--- src/rtl/uart_io_ctrl_if.sv ---
// CPU load/store bus plus UART byte handshakes for uart_io_ctrl.
// master = CPU/UART environment, slave = the IO controller.
interface uart_io_ctrl_if;
    logic        stall;
    logic [31:0] addr;
    logic        re;
    logic        we;
    logic [31:0] wdata;
    logic [31:0] rdata;
    logic [7:0]  tx_data;
    logic        tx_valid;
    logic        tx_ready;
    logic [7:0]  rx_data;
    logic        rx_valid;
    logic        rx_ready;

    modport master (
        output stall, addr, re, we, wdata, tx_ready, rx_data, rx_valid,
        input  rdata, tx_data, tx_valid, rx_ready
    );

    modport slave (
        input  stall, addr, re, we, wdata, tx_ready, rx_data, rx_valid,
        output rdata, tx_data, tx_valid, rx_ready
    );
endinterface

--- src/rtl/uart_io_ctrl.sv ---
// Memory-mapped UART IO controller: TX byte register, RX buffer, free-running cycle counter.
// Define UART_IO_RXFIFO_EN for an RX_FIFO_DEPTH-entry RX FIFO; otherwise RX is a single holding byte.
module uart_io_ctrl #(
    parameter int RX_FIFO_DEPTH = 8
) (
    input  logic      Clock,
    input  logic      Reset,
    uart_io_ctrl_if.slave bus
);

    localparam logic [4:0] OFF_TX_STAT   = 5'h00;
    localparam logic [4:0] OFF_RX_STAT   = 5'h04;
    localparam logic [4:0] OFF_TX_DATA   = 5'h08;
    localparam logic [4:0] OFF_RX_DATA   = 5'h0C;
    localparam logic [4:0] OFF_COUNT     = 5'h10;
    localparam logic [4:0] OFF_COUNT_CLR = 5'h18;

    if (RX_FIFO_DEPTH < 2 || RX_FIFO_DEPTH > 64 ||
        (RX_FIFO_DEPTH & (RX_FIFO_DEPTH - 1)) != 0) begin : g_badDepth
        $error("RX_FIFO_DEPTH must be a power of two in 2..64");
    end

    logic        ioSel_s;
    logic [4:0]  offset_s;
    logic        rdAcc_s;
    logic        wrAcc_s;
    logic        txLatch_s;
    logic        countClr_s;
    logic [31:0] readMux_s;
    logic [7:0]  rxHead_s;
    logic        rxEmpty_s;
    logic        rxFull_s;
    logic        rxPush_s;
    logic        rxPop_s;
    logic        unusedBits_s;

    logic [31:0] rdata_r;
    logic [7:0]  txData_r;
    logic        txValid_r;
    logic [31:0] cycleCount_r;

    assign ioSel_s      = (bus.addr[31:28] == 4'h8);
    assign offset_s     = bus.addr[4:0];
    assign rdAcc_s      = bus.re && !bus.stall && ioSel_s;
    assign wrAcc_s      = bus.we && !bus.stall && ioSel_s;
    assign txLatch_s    = wrAcc_s && (offset_s == OFF_TX_DATA) && !txValid_r;
    assign countClr_s   = wrAcc_s && (offset_s == OFF_COUNT_CLR);
    assign rxPush_s     = bus.rx_valid && !rxFull_s;
    // An empty-buffer read returns 0 and must not move the read side.
    assign rxPop_s      = rdAcc_s && (offset_s == OFF_RX_DATA) && !rxEmpty_s;
    assign unusedBits_s = ^{bus.addr[27:5], bus.wdata[31:8]};

`ifdef UART_IO_RXFIFO_EN
    localparam int PTR_W = $clog2(RX_FIFO_DEPTH);

    logic [7:0]       rxMem_r [RX_FIFO_DEPTH];
    logic [PTR_W-1:0] wrPtr_r;
    logic [PTR_W-1:0] rdPtr_r;
    logic [PTR_W:0]   rxCount_r;

    assign rxHead_s  = rxMem_r[rdPtr_r];
    assign rxEmpty_s = (rxCount_r == {(PTR_W + 1){1'b0}});
    assign rxFull_s  = (rxCount_r == (PTR_W + 1)'(RX_FIFO_DEPTH));

    // RX FIFO storage; contents are only observed through the counted pointers.
    always_ff @(posedge Clock) begin
        if (rxPush_s) begin
            rxMem_r[wrPtr_r] <= bus.rx_data;
        end
    end

    // RX FIFO pointers and occupancy; pointers wrap naturally at the power-of-two depth.
    always_ff @(posedge Clock or posedge Reset) begin
        if (Reset) begin
            wrPtr_r   <= {PTR_W{1'b0}};
            rdPtr_r   <= {PTR_W{1'b0}};
            rxCount_r <= {(PTR_W + 1){1'b0}};
        end else begin
            if (rxPush_s) begin
                wrPtr_r <= wrPtr_r + PTR_W'(1);
            end
            if (rxPop_s) begin
                rdPtr_r <= rdPtr_r + PTR_W'(1);
            end
            case ({rxPush_s, rxPop_s})
                2'b10:   rxCount_r <= rxCount_r + (PTR_W + 1)'(1);
                2'b01:   rxCount_r <= rxCount_r - (PTR_W + 1)'(1);
                default: rxCount_r <= rxCount_r;
            endcase
        end
    end
`else
    logic [7:0] rxHold_r;
    logic       rxHoldFull_r;

    assign rxHead_s  = rxHold_r;
    assign rxEmpty_s = !rxHoldFull_r;
    assign rxFull_s  = rxHoldFull_r;

    // Single-byte RX holding register; push needs empty and pop needs full, so they never coincide.
    always_ff @(posedge Clock or posedge Reset) begin
        if (Reset) begin
            rxHold_r     <= 8'h00;
            rxHoldFull_r <= 1'b0;
        end else if (rxPush_s) begin
            rxHold_r     <= bus.rx_data;
            rxHoldFull_r <= 1'b1;
        end else if (rxPop_s) begin
            rxHoldFull_r <= 1'b0;
        end else begin
            rxHoldFull_r <= rxHoldFull_r;
        end
    end
`endif

    // Load data selection by IO offset.
    always_comb begin
        readMux_s = 32'h0000_0000;
        case (offset_s)
            OFF_TX_STAT: readMux_s = {31'd0, !txValid_r};
            OFF_RX_STAT: readMux_s = {31'd0, !rxEmpty_s};
            OFF_RX_DATA: readMux_s = rxEmpty_s ? 32'h0000_0000 : {24'd0, rxHead_s};
            OFF_COUNT:   readMux_s = cycleCount_r;
            default:     readMux_s = 32'h0000_0000;
        endcase
    end

    // Registered load data; holds unless an IO read is accepted.
    always_ff @(posedge Clock or posedge Reset) begin
        if (Reset) begin
            rdata_r <= 32'h0000_0000;
        end else if (rdAcc_s) begin
            rdata_r <= readMux_s;
        end
    end

    // TX byte register; handshake completion keeps running during a stall.
    always_ff @(posedge Clock or posedge Reset) begin
        if (Reset) begin
            txData_r  <= 8'h00;
            txValid_r <= 1'b0;
        end else if (txValid_r && bus.tx_ready) begin
            txValid_r <= 1'b0;
        end else if (txLatch_s) begin
            txData_r  <= bus.wdata[7:0];
            txValid_r <= 1'b1;
        end
    end

    // Free-running cycle counter; clear takes priority over increment.
    always_ff @(posedge Clock or posedge Reset) begin
        if (Reset) begin
            cycleCount_r <= 32'h0000_0000;
        end else if (countClr_s) begin
            cycleCount_r <= 32'h0000_0000;
        end else begin
            cycleCount_r <= cycleCount_r + 32'd1;
        end
    end

    assign bus.rdata    = rdata_r;
    assign bus.tx_data  = txData_r;
    assign bus.tx_valid = txValid_r;
    assign bus.rx_ready = !rxFull_s;

endmodule

--- src/flat_wrapper.sv ---
// flat-port wrapper written by rule: the top's interface ports become plain ports
module uart_io_ctrl_flat 
#(
    parameter int RX_FIFO_DEPTH = 8
)
  (Clock, Reset, bus_stall, bus_addr, bus_re, bus_we, bus_wdata, bus_tx_ready, bus_rx_data, bus_rx_valid, bus_rdata, bus_tx_data, bus_tx_valid, bus_rx_ready);
  uart_io_ctrl_if bus_i ();
  input  logic Clock;
  input  logic Reset;
  input wire logic [$bits(bus_i.stall)-1:0] bus_stall;
  input wire logic [$bits(bus_i.addr)-1:0] bus_addr;
  input wire logic [$bits(bus_i.re)-1:0] bus_re;
  input wire logic [$bits(bus_i.we)-1:0] bus_we;
  input wire logic [$bits(bus_i.wdata)-1:0] bus_wdata;
  input wire logic [$bits(bus_i.tx_ready)-1:0] bus_tx_ready;
  input wire logic [$bits(bus_i.rx_data)-1:0] bus_rx_data;
  input wire logic [$bits(bus_i.rx_valid)-1:0] bus_rx_valid;
  output wire logic [$bits(bus_i.rdata)-1:0] bus_rdata;
  output wire logic [$bits(bus_i.tx_data)-1:0] bus_tx_data;
  output wire logic [$bits(bus_i.tx_valid)-1:0] bus_tx_valid;
  output wire logic [$bits(bus_i.rx_ready)-1:0] bus_rx_ready;
  assign bus_i.stall = bus_stall;
  assign bus_i.addr = bus_addr;
  assign bus_i.re = bus_re;
  assign bus_i.we = bus_we;
  assign bus_i.wdata = bus_wdata;
  assign bus_i.tx_ready = bus_tx_ready;
  assign bus_i.rx_data = bus_rx_data;
  assign bus_i.rx_valid = bus_rx_valid;
  assign bus_rdata = bus_i.rdata;
  assign bus_tx_data = bus_i.tx_data;
  assign bus_tx_valid = bus_i.tx_valid;
  assign bus_rx_ready = bus_i.rx_ready;
  uart_io_ctrl #(.RX_FIFO_DEPTH(RX_FIFO_DEPTH)) u_core (.Clock(Clock), .Reset(Reset), .bus(bus_i));
endmodule
--- config.mk ---
export PLATFORM = sky130hd
export DESIGN_NAME = uart_io_ctrl_flat
export DESIGN_NICKNAME = d
export VERILOG_FILES = /design/src/rtl/uart_io_ctrl_if.sv /design/src/rtl/uart_io_ctrl.sv /design/src/flat_wrapper.sv
export SDC_FILE = /design/constraint.sdc
export NUM_CORES = 1
export LEC_CHECK = 0
export CORE_ASPECT_RATIO = 2
export CORE_MARGIN = 2
export CORE_UTILIZATION = 41
export DETAILED_ROUTE_END_ITERATION = 10
export PLACE_DENSITY = 0.75
export SLEW_MARGIN = 15
export SYNTH_ARGS = -nofsm -noshare
export SYNTH_HDL_FRONTEND = slang
export SYNTH_SLANG_ARGS = --single-unit
--- constraint.sdc ---
create_clock -name Clock -period 2.5 [get_ports Clock]
set_input_delay 0.25 -clock Clock [delete_from_list [all_inputs] [get_ports Clock]]
set_output_delay 0.25 -clock Clock [all_outputs]
set_load 0.01 [all_outputs]
# Word level (Yosys, flattened, before mapping)
# Index checks and enable logic that the tools add are counted.
dict set report word_totals {
  regBits 82
  latchBits 0
  ram_bits 0
  rom_bits 0
  wordCells 39
  memories 0
}
dict set report op_classes {
  n_addsub 1
  n_mul 0
  div 0
  order_cmp 0
  n_eq_ne 6
  n_shift 0
  n_mux 7
  bitwise 1
  n_reduce_logical 18
}
# cell n
set ops {}
lappend ops {{32-bit one-hot mux with 4 select lines} 1}
lappend ops {{32-bit by 1-bit adder with 32-bit output (second input constant)} 1}
lappend ops {{32-bit two-way mux} 1}
lappend ops {{1-bit logical AND} 11}
lappend ops {{5-bit by 4-bit == test with 1-bit output (second input constant)} 2}
lappend ops {{5-bit == test (second input constant)} 2}
lappend ops {{8-bit two-way mux} 1}
lappend ops {{5-bit by 3-bit == test with 1-bit output (second input constant)} 1}
lappend ops {{5-bit zero test} 1}
lappend ops {{4-bit == test (second input constant)} 1}
lappend ops {{1-bit two-way mux} 4}
lappend ops {{2-bit nonzero test} 2}
lappend ops {{1-bit zero test} 3}
lappend ops {{2-bit AND reduction} 1}
lappend ops {{1-bit inverter} 1}

# Longest topological paths before layout
# Gate-level depths: netlist (run 1).
dict set report logic_depth {
  word_depth 7
  depth_mapped 7
  mapped_depth_nobuf 5
}

# Worst setup path before layout (run 1)
# No wires, ideal clock.
dict set report synth_path {
  path_kind {reg-to-reg}
  startpoint {reg u_core.cycleCount_r[6]}
  endpoint {reg u_core.cycleCount_r[28]}
  setup_time_ns 0.078
  arrival_time_ns 1.957
  required_ns 2.422
  slack_ns 0.465
  stages_incl_launch_ff 7
  synth_period_minus_slack_ns 2.035
  path_cell_list {dfrtp_1 > nand4_2 > or4_1 > buf_2 > buf_6 > or4_1 > a21oi_1}
}
dict set report synth_between {
  elab_chain_len 2
}
# item line
set synth_rtl {}
lappend synth_rtl {{from (decl)} uart_io_ctrl.sv:40} ;# logic [31:0] cycleCount_r;
lappend synth_rtl {{from (signal assigned)} uart_io_ctrl.sv:157} ;# cycleCount_r <= cycleCount_r + 32'd1;
lappend synth_rtl {{32-bit by 1-bit adder with 32-bit output} uart_io_ctrl.sv:157}
lappend synth_rtl {{32-bit two-way mux} uart_io_ctrl.sv:154} ;# end else if (countClr_s) begin
# Every way passes these cells.
# A chain may end at the register's enable or synchronous reset.

# Worst setup path after layout (run 1)
dict set report layout_path {
  startpoint {reg u_core.cycleCount_r[12]}
  endpoint {reg u_core.cycleCount_r[23]}
}
# Same word-level chain as after synthesis.

==> impl_results.md, run 1 <==
- Final hold viol count: 0
- Final Instance Area: 0.00488 sq mm
- Most numerous cell in the Yosys netlist: dfrtp_1
- Die W: 70.9 microns
- Slowest cell on crit path: or4_1
- Crit path capture type: flip-flop
- Root Buffer: clkbuf_16
- Post-synth top cells: dfrtp_1 (82), nand2_1 (67), nand3_1 (37), a21oi_1 (19), clkbuf_1 (18)
- Slew margin rel.: 0.639
- DRC errors left: 0
- Layout Skew: 0.00523 ns
- H-Tree Depth: 3
- Placed cell area: 0.00457 sq mm
- Worst Path Buf+Inv: 1
- Final min period: 2.12 ns
- Number of CTS-inserted buffers: 9
- CP Cell Sequence: nand4_1 > or4_1 > buf_4 > or4_1 > a21oi_1
- Crit Path Category: reg2reg
- Least-Margin Pin Slew: 0.541 ns
- Slew Viols, Final: 0
- Placer Congestion: 0.799
- Final setup TNS: 0 ns
- Sink Count: 82
- Synthesized area per cell: 10.0 sq um
- Routed Antenna Nets: 0
- DP HPWL: 6060 microns
- CP Launch Type: flip-flop
- #FFs+latches synth: 82
- Die Y-Extent: 138 microns
- Fmax: 472 MHz
- WP data required: 2.76 ns
- Clock Latency Late Sink: 0.33 ns
- Worst-path clk slew: 0.06 ns
- Status: finished clean
- Cell variety after synth: 34
- DRT Wirelength: 8340 microns
- Via count: 3,056
- Maximum VDD drop: 520 uV
- Post-CTS Repair Setup Buffers: 0
- Die area: 0.00978 sq mm
- DRT Pass-1 Iters: 4
- Area contributors post-synth: dfrtp_1 (56%), nand2_1 (6.8%), nand3_1 (5.0%)
- Final setup fails: 0
- Initial antenna violation count: 0
- Starting Density: 0.425
- Final net count: 523
- Core area: 0.00865 sq mm
- PostCTS Resize Cnt: 0
- Routed wire length per instance: 15.2 microns
- Leakage power: 2.16 nW
- Delay-heaviest family, CP: simple AND/OR/NAND/NOR gates
- Cells after synthesis: 367
- Primary FF master, synth: dfrtp_1
- CP Data Arrival Time: 2.37 ns
- YS warnings: 0
- Post-Synthesis Cell Area: 0.00367 sq mm
- Hold-fix buffer count after cts: 0
- Global route overflow: 0
- Cell mode on critical path: or4_1
- CTS Buffer Depth: 2
- Register area share after synthesis: 0.558
- Port Buffer Count: 73
- Vias/cell: 5.58
- Area Growth Syn to Fin: 32.7%
- Syn nets: 447
- Vias in the first global route: 3,017
- Hold Path Class: in2async
- Synth area leader: dfrtp_1
- CP peak stage delay: 0.52 ns
- GR Util All Layers: 0.180
- EDFF count, synth: 0
- Fraction of layout cells with a size suffix above 1: 0.103
- TritonCTS clock tree: done
- Synth async-reset ratio: 1.00
- First DRT Iteration DRCs: 144
- Largest net degree at the start of global routing: 33
- Power Density: 645 mW/mm^2
- Max-Cap Viols: 0
- Core Util, Final: 0.564
- Row cnt: 48
- Post-synth top area share: 0.558
- Crit Path Max Fanout: 24
- RSZ-0062 raised after global routing: no
- Tcrit/Tclk final: 0.848
- Diodes inserted: 0
- First-pass GRT wire length: 13,800 microns
- I/O Pins: 121
cells by family after synthesis:
logic type,synth area share
simple gates,0.236
buf+inv,0.0289
compound gates,0.0953
fa+ha+maj,0.00340
xor+xnor,0.0262
mux,0.0518
flops,0.558
cell type report:
cell class              count  area [sq um]
fillers                   799          3770
well taps                 100           125
repair buffers             85           846
flip-flops and latches     82          2050
multi-input cells         259          1520
inverters                   6          23.8
clock inverters             5          78.8
clock buffers              11           233
path summary, 6_finish.rpt:
kind / slack, ns / end / from / cells after the start
min in group Clock: 0.46 / u_core.bus.rdata[19]$_DFFE_PP0P_ / u_core.bus.rdata[19]$_DFFE_PP0P_ / 2
setup / recovery: 0.38 / u_core.cycleCount_r[23]$_DFF_PP0_ / u_core.cycleCount_r[12]$_DFF_PP0_ / 5
hold reg to reg: 0.46 / u_core.bus.rdata[19]$_DFFE_PP0P_ / u_core.bus.rdata[19]$_DFFE_PP0P_ / 2
setup reg to reg: 0.38 / u_core.cycleCount_r[23]$_DFF_PP0_ / u_core.cycleCount_r[12]$_DFF_PP0_ / 5
max in group asynchronous: 1.58 / u_core.bus.rdata[4]$_DFFE_PP0P_ / Reset / 3
hold / removal: 0.27 / u_core.bus.rdata[28]$_DFFE_PP0P_ / Reset / 2
cells in the final DEF, fill, tap and decap left out, drive strengths merged, types with 7 or more instances in the layout:
master and n:
or3 7, nand3 37, clkbuf 11, nor2 16, nand4 10, a22oi 8
a21oi 19, o31ai 11, o21ai 16, buf 12, nand2 67, xor2 7
mux2 16, dfrtp 82, or4 13, clkdlybuf4s50 73
state kept, by name (all words and copies together) (netlist names):
signal and count:
u_core.bus.rdata 32, u_core.bus.tx_data 8, u_core.bus.tx_valid 1, u_core.cycleCount_r 32, u_core.rxFull_s 1, u_core.rxHead_s 8
through the flow:
step                      hold slack (ns)  power, W  cells  setup WS, ns
after CTS                           0.282   0.00318    548         0.392
after global routing                0.312   0.00328    548         0.247
after floorplan                     0.402   0.00166    367         0.142
final                               0.273   0.00315    548         0.381
after global placement              0.452   0.00178    532         0.354
after detailed placement            0.454   0.00180    532         0.272
worst reg2reg max path, cell delays in order, from the launching register on:
cell and delay (ns):
dfrtp_1 0.45, nand4_1 0.19, or4_1 0.49, buf_4 0.21
or4_1 0.53, a21oi_1 0.16
layer usage:
metal | up-vias | GRT usage | part of all wire
met4 | 0 | 0.0954 | 0.027
met5 | - | 0 | 0
met1 | 1502 | 0.186 | 0.37
li1 | 1459 | - | -
met2 | 78 | 0.331 | 0.56
met3 | 17 | 0.0422 | 0.037
power breakdown:
| part | total, W | switching, W | internal (W) |
|---|---|---|---|
| clock | 0.00137 | 0.000501 | 0.000873 |
| sequential | 0.00152 | 0.000104 | 0.00141 |
| combinational | 0.000258 | 0.000125 | 0.000133 |
| total | 0.00315 | 0.000730 | 0.00242 |
Power figures use the tool's default switching activity.
==> run 2: changes to the inputs <==
==> constraint.sdc (replaced) <==
create_clock -name Clock -period 1.75 [get_ports Clock]
set_input_delay 0.175 -clock Clock [delete_from_list [all_inputs] [get_ports Clock]]
set_output_delay 0.175 -clock Clock [all_outputs]
set_load 0.01 [all_outputs]
==> run 2 against run 1 <==
The run now ends with negative setup slack left; final cell count up 11%; global-route usage up 2.0 points; combinational power up 120%; worst setup slack worse by 0.53 ns; non-clock buffer count up 63; critical path depth unchanged; core utilization up 7.2 points; clock-buffer cell count up 1; critical path type unchanged; register-to-register slack worse by 0.53 ns; clock skew up 0.0039 ns; routed wire length up 16%.
==> impl_results.md, run 2 (same netlist as run 1, synthesis figures left out) <==
- Global route overflow: 0 (unchanged)
- Slew margin rel.: 0.764 (+0.125)
- Final worst slack: -0.153 ns (-0.534 ns)
- Fraction of layout cells with a size suffix above 1: 0.254 (+0.152)
- Maximum VDD drop: 748 uV (+44%)
- WP data required: 2.02 ns (-0.74 ns)
- Vias/cell: 5.47 (-1.9%)
- CP Launch Type: flip-flop
- H-Tree Depth: 3 (unchanged)
- DRT Pass-1 Iters: 4 (unchanged)
- Via count: 3,341 (+9.3%)
- Worst-path clk slew: 0.06 ns (about the same)
- Fmax: 525 MHz (+11%)
- Row cnt: 48 (unchanged)
- Commonest non-fill, non-tap cell in the layout: dfrtp_1
- Clk pwr share: 0.416 (-0.020)
- Crit Path Category: reg2reg
- Reg2reg path depth: 5 (unchanged)
- First DRT Iteration DRCs: 172 (+19%)
- Hold WS: 0.129 ns (-0.143 ns)
- DRT Wirelength: 9670 microns (+16%)
- Die Y-Extent: 138 microns (unchanged)
- Port Buffer Count: 73 (unchanged)
- Final hold viol count: 0 (unchanged)
- Fin cells: 611 (+11%)
- Crit Path Max Fanout: 6 (-75%)
- R2r startpoint: u_core.cycleCount_r[15]$_DFF_PP0_
- First-pass GRT wire length: 15,200 microns (+10%)
- Max-Cap Viols: 0 (unchanged)
- GR Util All Layers: 0.200 (+0.0197)
- Slew Viols, Final: 0 (unchanged)
- DP HPWL: 6730 microns (+11%)
- Number of CTS-inserted buffers: 9 (unchanged)
- TritonCTS clock tree: done
- Internal power: 0.00351 W (+45%)
- Inst Count DP: 579 (+8.8%)
- Final min period: 1.90 ns (-0.216 ns)
- Routed wire length per instance: 15.8 microns (+4.1%)
- Starting Density: 0.425 (unchanged)
- Die area: 0.00978 sq mm (unchanged)
- Diodes inserted: 0 (unchanged)
- Layout Skew: 0.00915 ns (+0.00392 ns)
- Core area: 0.00865 sq mm (unchanged)
- CTS Buffer Depth: 2 (unchanged)
- Sink Count: 82 (unchanged)
- Area Growth Syn to Fin: 49.6%
- Power Density: 840 mW/mm^2 (+30%)
- Worst reg2reg path endpoint: u_core.cycleCount_r[27]$_DFF_PP0_
- Crit path capture type: flip-flop
- DRC errors left: 0 (unchanged)
- Final net count: 586 (+12%)
- Commonest non-fill, non-tap cells in the layout: dfrtp_1 (82), clkdlybuf4s50_1 (70), nand2_1 (67), buf_4 (62), nand3_1 (34)
- Largest net degree at the start of global routing: 42 (+27%)
- Tcrit/Tclk final: 1.09 (+0.240)
- Dpl ws: -0.308 ns (-0.580 ns)
- Final setup fails: 12 (+12)
- Hold Path Class: in2async
- Die W: 70.9 microns (unchanged)
- Hold-fix buffer count after cts: 0 (unchanged)
- FF-to-FF setup slack: -0.15 ns (-0.53 ns)
- Combinational Power Share: 0.120 (+0.038)
- CP peak stage delay: 0.55 ns (+0.03 ns)
- Root Buffer: clkbuf_16
- Flop pwr share: 0.464 (-0.018)
- CP Cell Sequence: nand4_1 > or4_4 > buf_6 > or4_1 > a21oi_2
- Net Sw Frac: 0.240 (+0.00794)
- Slowest cell on crit path: or4_4
- Status: complete, but fails checks
- Clock Latency Late Sink: 0.34 ns (about the same)
- Vias in the first global route: 3,331 (+10%)
- Worst Path Buf+Inv: 1 (unchanged)
- CP Data Arrival Time: 2.18 ns (-0.19 ns)
- Routed Antenna Nets: 0 (unchanged)
- Placer Congestion: 0.817 (+2.3%)
- Switching power: 0.00111 W (+52%)
- RSZ-0062 raised after global routing: yes
- Leakage power: 2.51 nW (+17%)
- Least-Margin Pin Slew: 0.345 ns (-0.197 ns)
- Violated checks: negative setup slack
- Initial antenna violation count: 0 (unchanged)
- Delay-heaviest family, CP: simple AND/OR/NAND/NOR gates
- I/O Pins: 121 (unchanged)
[run 2: cell types whose count changed in the layout (fill, tap and decap cells not counted), moves of 4 or more]
cell     before  now
buf_4        10   62
a21oi_1      19   13
a21oi_2       0    6
buf_12        2    6
buf_6         0    4
or4_1        13    9
or4_4         0    4
[run 2: power groups by stage]
stage	Sequential (W)	Combinational, W	Clock, W
finish	0.00214	0.000555	0.00192
global route	0.00216	0.000606	0.00203
CTS	0.00213	0.000526	0.00196
detailed placement	0.00216	0.000502	0
global placement	0.00216	0.000487	0
floorplan	0.00216	0.000209	0
[run 2: routing by layer]
metal | vias up | track usage | wire [microns]
li1 | 1584 | - | -
met1 | 1650 | 0.200 | 3410
met2 | 89 | 0.377 | 5570
met3 | 18 | 0.0422 | 473
met4 | 0 | 0.107 | 223
met5 | - | 0 | 0
[run 2: worst max path at each step]
stage | startpoint | endpoint | slack, ns | cells past startpoint
after floorplan | u_core.cycleCount_r[12]$_DFF_PP0_ | u_core.cycleCount_r[25]$_DFF_PP0_ | -0.18 | 6
after global placement | bus_stall | u_core.bus.tx_data[7]$_DFFE_PP0P_ | -0.20 | 7
after detailed placement | bus_stall | u_core.bus.tx_data[3]$_DFFE_PP0P_ | -0.31 | 7
after CTS | u_core.cycleCount_r[8]$_DFF_PP0_ | u_core.cycleCount_r[25]$_DFF_PP0_ | -0.14 | 5
after global routing | u_core.cycleCount_r[17]$_DFF_PP0_ | u_core.cycleCount_r[29]$_DFF_PP0_ | -0.21 | 5
final | u_core.cycleCount_r[15]$_DFF_PP0_ | u_core.cycleCount_r[27]$_DFF_PP0_ | -0.15 | 5
[run 2: worst reg2reg max path: cells and delay by family, from the launching register on]
family          cells  cell delay (ns)
compound gates      1             0.13
buf+inv             1             0.16
flops               1             0.37
simple gates        3             1.18
[run 2: final cells by class]
class	instances	area, sq um
fillers	731	3150
flip-flops and latches	82	2050
multi-input cells	259	1610
repair buffers	148	1380
clock buffers	12	256
well taps	100	125
clock inverters	4	50.0
inverters	6	26.3
[run 2: timing repair]
| item | in CTS | in global routing |
|---|---|---|
| cloned | 2 | 2 |
| setup endpoints to repair | 15 | 39 |
| hold endpoints to repair | 0 | 0 |
| pin swaps | 7 | 7 |
| resized for setup | 6 | 23 |
| buffers inserted | 5 | 7 |
[run 2: through the flow]
| stage | total power, W | util | TNS (ns) | area (sq um) |
|---|---|---|---|---|
| 4_1_cts | 0.00461 | 0.618 | -1.29 | 5350 |
| 6_report | 0.00462 | 0.636 | -1.36 | 5500 |
| 3_3_place_gp | 0.00264 | 0.575 | -8.19 | 4970 |
| 3_5_place_dp | 0.00267 | 0.575 | -12.53 | 4970 |
| 2_1_floorplan | 0.00237 | - | -1.37 | 3680 |
| 5_1_grt | 0.00479 | 0.636 | -3.02 | 5500 |
